### config.mk
export PLATFORM = sky130hd
export DESIGN_NAME = q_tile_sequencer
export DESIGN_NICKNAME = d
export VERILOG_FILES = /design/src/rtl/q_tile_sequencer.sv
export SDC_FILE = /design/constraint.sdc
export NUM_CORES = 1
export LEC_CHECK = 0
export CORE_MARGIN = 10
export CORE_UTILIZATION = 49
export CTS_CLUSTER_SIZE = 20
export DETAILED_ROUTE_END_ITERATION = 10
export PLACE_DENSITY = 0.74
export SETUP_SLACK_MARGIN = 0.02
export SLEW_MARGIN = 20
export SYNTH_ARGS = -nofsm -noshare
export SYNTH_HDL_FRONTEND = slang
export SYNTH_SLANG_ARGS = --single-unit
### constraint.sdc
create_clock -name clk -period 2.4 [get_ports clk]
set_clock_uncertainty 0.05 [all_clocks]
set_input_delay 0.24 -clock clk [delete_from_list [all_inputs] [get_ports clk]]
set_output_delay 0.24 -clock clk [all_outputs]
set_load 0.02 [all_outputs]
### src/rtl/q_tile_sequencer.sv
// q_tile_sequencer
//
// Sequences one projection pass as a series of tiles. For each tile it pulses
// lane_start to all four lanes, waits for the synchronized all-lanes-finished
// pulse (sync_pulse), then idles for GAP_CYC cycles before launching the next
// tile. After the last tile it pulses done. A watchdog abandons the pass and
// raises the sticky timeout_err flag if a tile never completes.
//
// Parameters:
//   CNT_W   - width of the tile count and tile index
//   GAP_CYC - idle cycles between an accepted sync_pulse and the next lane_start (>= 1)
//   TIMEOUT - WAIT-state cycles before a timeout is declared
//
// Ports:
//   clk         - rising-edge clock
//   rst_n       - asynchronous active-low reset
//   start       - single-cycle request to run one pass (ignored while busy)
//   num_tiles   - tiles per pass, sampled only when start is accepted
//   abort       - cancels the pass in progress
//   sync_pulse  - single-cycle all-lanes-finished pulse (only honoured in WAIT)
//   lane_start  - single-cycle launch pulse to all lanes
//   tile_idx    - index of the tile currently issued
//   busy        - high in every state except IDLE
//   done        - single-cycle pass-complete pulse
//   timeout_err - sticky watchdog flag

module q_tile_sequencer #(
    parameter int unsigned CNT_W   = 8,
    parameter int unsigned GAP_CYC = 2,
    parameter int unsigned TIMEOUT = 1024
) (
    input  logic             clk,
    input  logic             rst_n,
    input  logic             start,
    input  logic [CNT_W-1:0] num_tiles,
    input  logic             abort,
    input  logic             sync_pulse,
    output logic             lane_start,
    output logic [CNT_W-1:0] tile_idx,
    output logic             busy,
    output logic             done,
    output logic             timeout_err
);

    localparam int unsigned WD_W  = (TIMEOUT > 2) ? $clog2(TIMEOUT) : 1;
    localparam int unsigned GAP_W = (GAP_CYC > 2) ? $clog2(GAP_CYC) : 1;

    localparam logic [WD_W-1:0]  WD_LAST  = WD_W'(TIMEOUT - 1);
    localparam logic [GAP_W-1:0] GAP_LAST = GAP_W'(GAP_CYC - 1);

    typedef enum logic [2:0] {
        StIdle,
        StIssue,
        StWait,
        StSettle,
        StFinish
    } state_e;

    state_e           state_q;
    logic [CNT_W-1:0] num_q;
    logic [WD_W-1:0]  wdog_q;
    logic [GAP_W-1:0] gap_q;

    always_ff @(posedge clk or negedge rst_n) begin
        if (!rst_n) begin
            state_q     <= StIdle;
            num_q       <= '0;
            wdog_q      <= '0;
            gap_q       <= '0;
            lane_start  <= 1'b0;
            tile_idx    <= '0;
            busy        <= 1'b0;
            done        <= 1'b0;
            timeout_err <= 1'b0;
        end else begin
            // Pulse outputs default low; only the transitions below raise them.
            lane_start <= 1'b0;
            done       <= 1'b0;

            if (state_q != StIdle && abort) begin
                // Abort beats sync_pulse and the watchdog; tile_idx is kept.
                state_q <= StIdle;
                busy    <= 1'b0;
            end else begin
                unique case (state_q)
                    StIdle: begin
                        if (start) begin
                            if (num_tiles != '0) begin
                                num_q       <= num_tiles;
                                tile_idx    <= '0;
                                timeout_err <= 1'b0;
                                lane_start  <= 1'b1;
                                busy        <= 1'b1;
                                state_q     <= StIssue;
                            end else begin
                                // Empty pass completes at once; error flag untouched.
                                done <= 1'b1;
                            end
                        end
                    end

                    StIssue: begin
                        wdog_q  <= '0;
                        state_q <= StWait;
                    end

                    StWait: begin
                        // A completion arriving on the expiry cycle still wins.
                        if (sync_pulse) begin
                            if (tile_idx == num_q - CNT_W'(1)) begin
                                done    <= 1'b1;
                                state_q <= StFinish;
                            end else begin
                                tile_idx <= tile_idx + 1'b1;
                                gap_q    <= '0;
                                state_q  <= StSettle;
                            end
                        end else if (wdog_q == WD_LAST) begin
                            timeout_err <= 1'b1;
                            busy        <= 1'b0;
                            state_q     <= StIdle;
                        end else begin
                            wdog_q <= wdog_q + 1'b1;
                        end
                    end

                    StSettle: begin
                        if (gap_q == GAP_LAST) begin
                            lane_start <= 1'b1;
                            state_q    <= StIssue;
                        end else begin
                            gap_q <= gap_q + 1'b1;
                        end
                    end

                    StFinish: begin
                        busy    <= 1'b0;
                        state_q <= StIdle;
                    end

                    default: begin
                        busy    <= 1'b0;
                        state_q <= StIdle;
                    end
                endcase
            end
        end
    end

endmodule

Word-level counts from Yosys, hierarchy flattened
Cells that the tools add are included.

operators by class
  multiplexer cells = 42
  $add $sub $neg = 4
  bitwise operators = 1
  equality and inequality tests = 19
  reductions and logical operators = 15

operators by type and width
  kind                                                  count
  two-way mux 8 bit                                     4
  two-way mux 1 bit                                     21
  two-way mux 3 bit                                     7
  two-way mux 10 bit                                    2
  one-hot mux 10 bit (2 select lines)                   1
  one-hot mux 8 bit (2 select lines)                    1
  AND reduction 4 bit                                   4
  inequality test 3 bit (second input constant)         5
  inequality test 2 bit (second input constant)         7
  one-hot mux 3 bit (4 select lines)                    1
  AND reduction 6 bit                                   2
  adder 10 x 1 -> 10 bit (second input constant)        1
  equality test 10 bit (second input constant)          1
  adder 8 x 1 -> 8 bit (second input constant)          1
  equality test 8 bit                                   1
  one-hot mux 1 bit (2 select lines)                    4
  nonzero test 8 bit                                    1
  subtractor 8 x 1 -> 8 bit (second input constant)     1
  equality test 3 x 2 -> 1 bit (second input constant)  2
  nonzero test 2 bit                                    3
  AND reduction 5 bit                                   1
  inequality test 4 bit (second input constant)         1
  equality test 3 x 1 -> 1 bit (second input constant)  1
  logical NOT 3 bit                                     1
  other kinds (7)                                       7

word-level totals
  output and inout bits = 12
  logic and storage cells = 90
  input port bits = 13
  register bits = 34

Depth between registers and ports, before layout
  depth in word-level cells = 6
  gate-level depth with buffers = 8
  depth with buffers taken out = 8

Worst setup path before layout
No wires, ideal clock.

  path type = reg2reg
  start = reg num_q[0]
  end = reg tile_idx[5]
  library setup time = 125 ps
  arrival = 2266 ps
  data required time = 2225 ps
  path buffers = 0
  cell stages (with the launch flop) = 9
  path slack = -41 ps
  period minus slack after synthesis = 2441 ps
  cell sequence = dfrtp_1 > inv_1 > ha_1 > xor2_1 > o211ai_1 > or4b_4 > o31ai_4 > a211oi_1 > mux2_4

on the way
  word-level cells in the longest chain between the ends = 4

RTL lines
  what                                    line  text
  start: declaration                      60    logic [CNT_W-1:0] num_q;
  start signal: assignment                89    num_q <= num_tiles;
  subtractor 8 x 1 -> 8 bit               110   if (tile_idx == num_q - CNT_W'(1)) begin
  equality test 8 bit                     110
  inequality test 2 bit (no source line)  n/a
  AND reduction 6 bit (no source line)    n/a
  end signal: assignment                  114   tile_idx <= tile_idx + 1'b1;
  end: declaration                        39    output logic [CNT_W-1:0] tile_idx,

No other way between the ends.
A chain may end at the register's enable or synchronous reset.

Worst setup path after layout
Same ends and word-level chain as after synthesis.

==> impl_metrics.yaml <==
placement:
  portBuffers: 24
  dp_hpwl_um: 3910
  place.gp.congestion: 0.926
  dp.cells: 332
  dp_slack_ns: -0.0223
cts:
  cts_sinks: 34
  clock_path_buffers: 2
  clock_latency_ns: 0.29
  clk_pin_slew_ns: 0.07
  root_buffer: "clkbuf_8"
  cts_tree: "yes"
  cts_made_buffers: 5
  htree_levels: 2
logic_synthesis:
  async_reset_ff_share_pct: 100
  yosys_most_used_dff: "dfrtp_1"
  synth_cell_type_count: 48
  netlist_area_sq_um: 2100
  synth_area_per_cell_sq_um: 8.80
  ys_seq_area_share_pct: 40.5
  synth_seq_cells: 34
  synth_nets: 255
  synth_edf_count: 0
  yosys_warnings: 0
  postSynthCellCount: 239
final_layout:
  finalNetCount: 306
  syn_to_final_growth_pct: 29.9
  final_cell_mix: "nand2_1 (39), dfrtp_1 (34), buf_4 (30)"
  num-fill-cells: 339
  regArea_sq_um: 851
  final_common_cell: "nand2_1"
  multi_input_area_sq_um: 1230
  drive_gt1_share_pct: 20.6
  stdcell_count: 341
  num_antenna_cells: 0
  postLayoutCoreUtil_pct: 66.8
detailed_routing:
  ant_nets: 0
  dr.pass1.iters: 4
  wl_per_cell_um: 15.7
  wirelength_um: 5360
  drtIter0Drc: 179
  routed-via-count: 1934
  viasPerCell: 5.67
  drc_errors: 0
floorplanning:
  placementRows: 23
  initial_core_util_pct: 51.4
  die_w_um: 85.5
  design.core.area_sq_um: 4090
  fp.dieArea_sq_um: 7310
  die_y_um: 85.5
  io_pins: 25
min_path:
  hp-class: "in -> async"
setup_path:
  timing.rr.end: "tile_idx[5]$_DFFE_PN0P_"
  arrival_ns: 2.53
  critPathLaunchType: "flop"
  reg2regPathDepth: 8
  reg2reg_from: "num_q[0]$_DFFE_PN0P_"
  critPathCaptureType: "flop"
  reg2reg_setup_slack_ns: -0.001
  cp_max_fo: 5
  path_class: "reg -> reg"
  cp.required_ns: 2.53
power:
  p_leak_nw: 1.22
  switching_share_pct: 40.0
  p_total_mw: 2.50
  switching_power_mw: 1.00
  p_per_area_nw_per_um2: 915
  p_comb_share_pct: 49.0
  pwr-share-seq_pct: 33.5
  p_int_mw: 1.50
  clkPwrFrac_pct: 17.6
  ir_drop_v: 0.000655
global_routing:
  overflow: 0
  grt_pass1_wl_um: 9070
  use_met1_pct: 19.8
  grt_busiest_layer: "met2"
  antenna_found_initial: 0
  grt_util_met3_pct: 4.26
  grt_use_met2_pct: 22.5
  grt_max_degree: 35
  grtUsageTotal_pct: 15.0
  grt_pass1_vias: 1913
sta:
  max_slew_margin_pct: 47.8
  max_freq_ghz: 0.416
  period_minus_slack_ns: 2.40
  hold_viol: 0
  finalCritPeriodShare_pct: 100
  maxSlewViolCount: 0
  setup_violations: 1
  setup_ws_ns: -0.00103
  holdWs_ns: 0.313
  rsz0062_at_grt: "yes"
  tightest_slew_ns: 0.779
status:
  status: "finished, violations left"
  violations: "negative setup slack"
job:
  maxCapViolCount: 0
timing repair:
action,4_1_cts,5_1_grt
resized for setup,7,5
setup endpoints to repair,7,11
hold buffers,0,0
pin swaps,4,4
buffers inserted,1,1
per-layer routing:
layer / wire length (um) / part of all wire [%]
met1: 2590 / 48
met2: 2400 / 45
met3: 299 / 5.6
met4: 68 / 1.3
met5: 0 / 0
area by class of cell:
cell class	instances	share of cell area, %
tap	50	2.29
timing repair buffer	54	17.0
clock inverter	1	0.183
clock buffer	7	3.16
inverter	7	0.962
sequential	34	31.2
multi-input combinational	188	45.2
worst max-delay path by stage:
| stage | cells after the start | startpoint | to |
|---|---|---|---|
| finish | 8 | num_q[0]$_DFFE_PN0P_ | tile_idx[5]$_DFFE_PN0P_ |
| global route | 8 | num_q[1]$_DFFE_PN0P_ | tile_idx[5]$_DFFE_PN0P_ |
| CTS | 8 | num_q[0]$_DFFE_PN0P_ | tile_idx[5]$_DFFE_PN0P_ |
| detailed placement | 8 | num_tiles[5] | tile_idx[5]$_DFFE_PN0P_ |
| global placement | 8 | num_tiles[5] | tile_idx[5]$_DFFE_PN0P_ |
| floorplan | 8 | num_q[0]$_DFFE_PN0P_ | tile_idx[5]$_DFFE_PN0P_ |
Yosys cell counts, types with 2 or more instances:
cell       count  area [sq um]
or2_2          5          31.3
nor4_1         2          12.5
a21o_1         3          22.5
a21oi_1        8          40.0
o21ai_0        9          45.0
or4_1          2          15.0
a2111oi_0      2          17.5
nor2_1        20          75.1
o21a_1         2          15.0
mux2i_1        6          60.1
and4_1         2          17.5
inv_1          7          26.3
a22o_1         2          17.5
and2_1         3          18.8
clkbuf_1      10          37.5
nand4_1        8          50.1
nor3_1         7          35.0
and3_1         5          31.3
xor2_1        10          87.6
nand2_1       39           146
nand2b_1       4          25.0
o22ai_1        2          12.5
dfrtp_1       34           851
nor3_2         2          20.0
ha_1           3          37.5
mux2_4         2          30.0
xnor2_1        6          52.6
a221oi_1       2          17.5
nand3_1        7          35.0
nor2b_1        7          43.8
cells by family (layout without fill, tap and decap cells):
logic type                 Yosys count  after routing  share of synthesized area [%]
adders and majority gates            3              3                           1.79
AOI/OAI and AO/OA                   42             42                           14.6
and+or+nand+nor                    119            119                           29.1
muxes                                8              8                           4.29
xor gates and xnor gates            16             16                           6.67
buffers and inverters               17             69                           3.04
DFF                                 34             34                           40.5
flip-flops by register name, indices dropped and copies added, names as in the netlist:
register	cells
gap_q	1
tile_idx	8
done	1
num_q	8
lane_start	1
busy	1
wdog_q	10
state_q	3
timeout_err	1
power by group through the flow:
stage | clock, mW | combinational, mW | sequential, mW
floorplan | 0 | 0.713 | 0.858
global placement | 0 | 1.13 | 0.833
detailed placement | 0 | 1.15 | 0.840
CTS | 0.457 | 1.20 | 0.831
global route | 0.472 | 1.35 | 0.857
finish | 0.439 | 1.22 | 0.836
critical path: stages (launching register included):
cell      delay, ns
dfrtp_1        0.37
inv_2          0.06
ha_4           0.26
xor2_1         0.14
o211ai_1       0.11
or4b_4         0.52
o31ai_4        0.33
a211oi_2       0.14
mux2_4         0.32
metrics by stage:
stage               TNS (ns)  cell area, sq um
floorplan                  0              2100
global placement    -0.00548              2590
detailed placement   -0.0679              2590
CTS                  -0.0282              2710
global route          -0.633              2730
finish              -0.00103              2730
(Power assumes the default switching activity.)
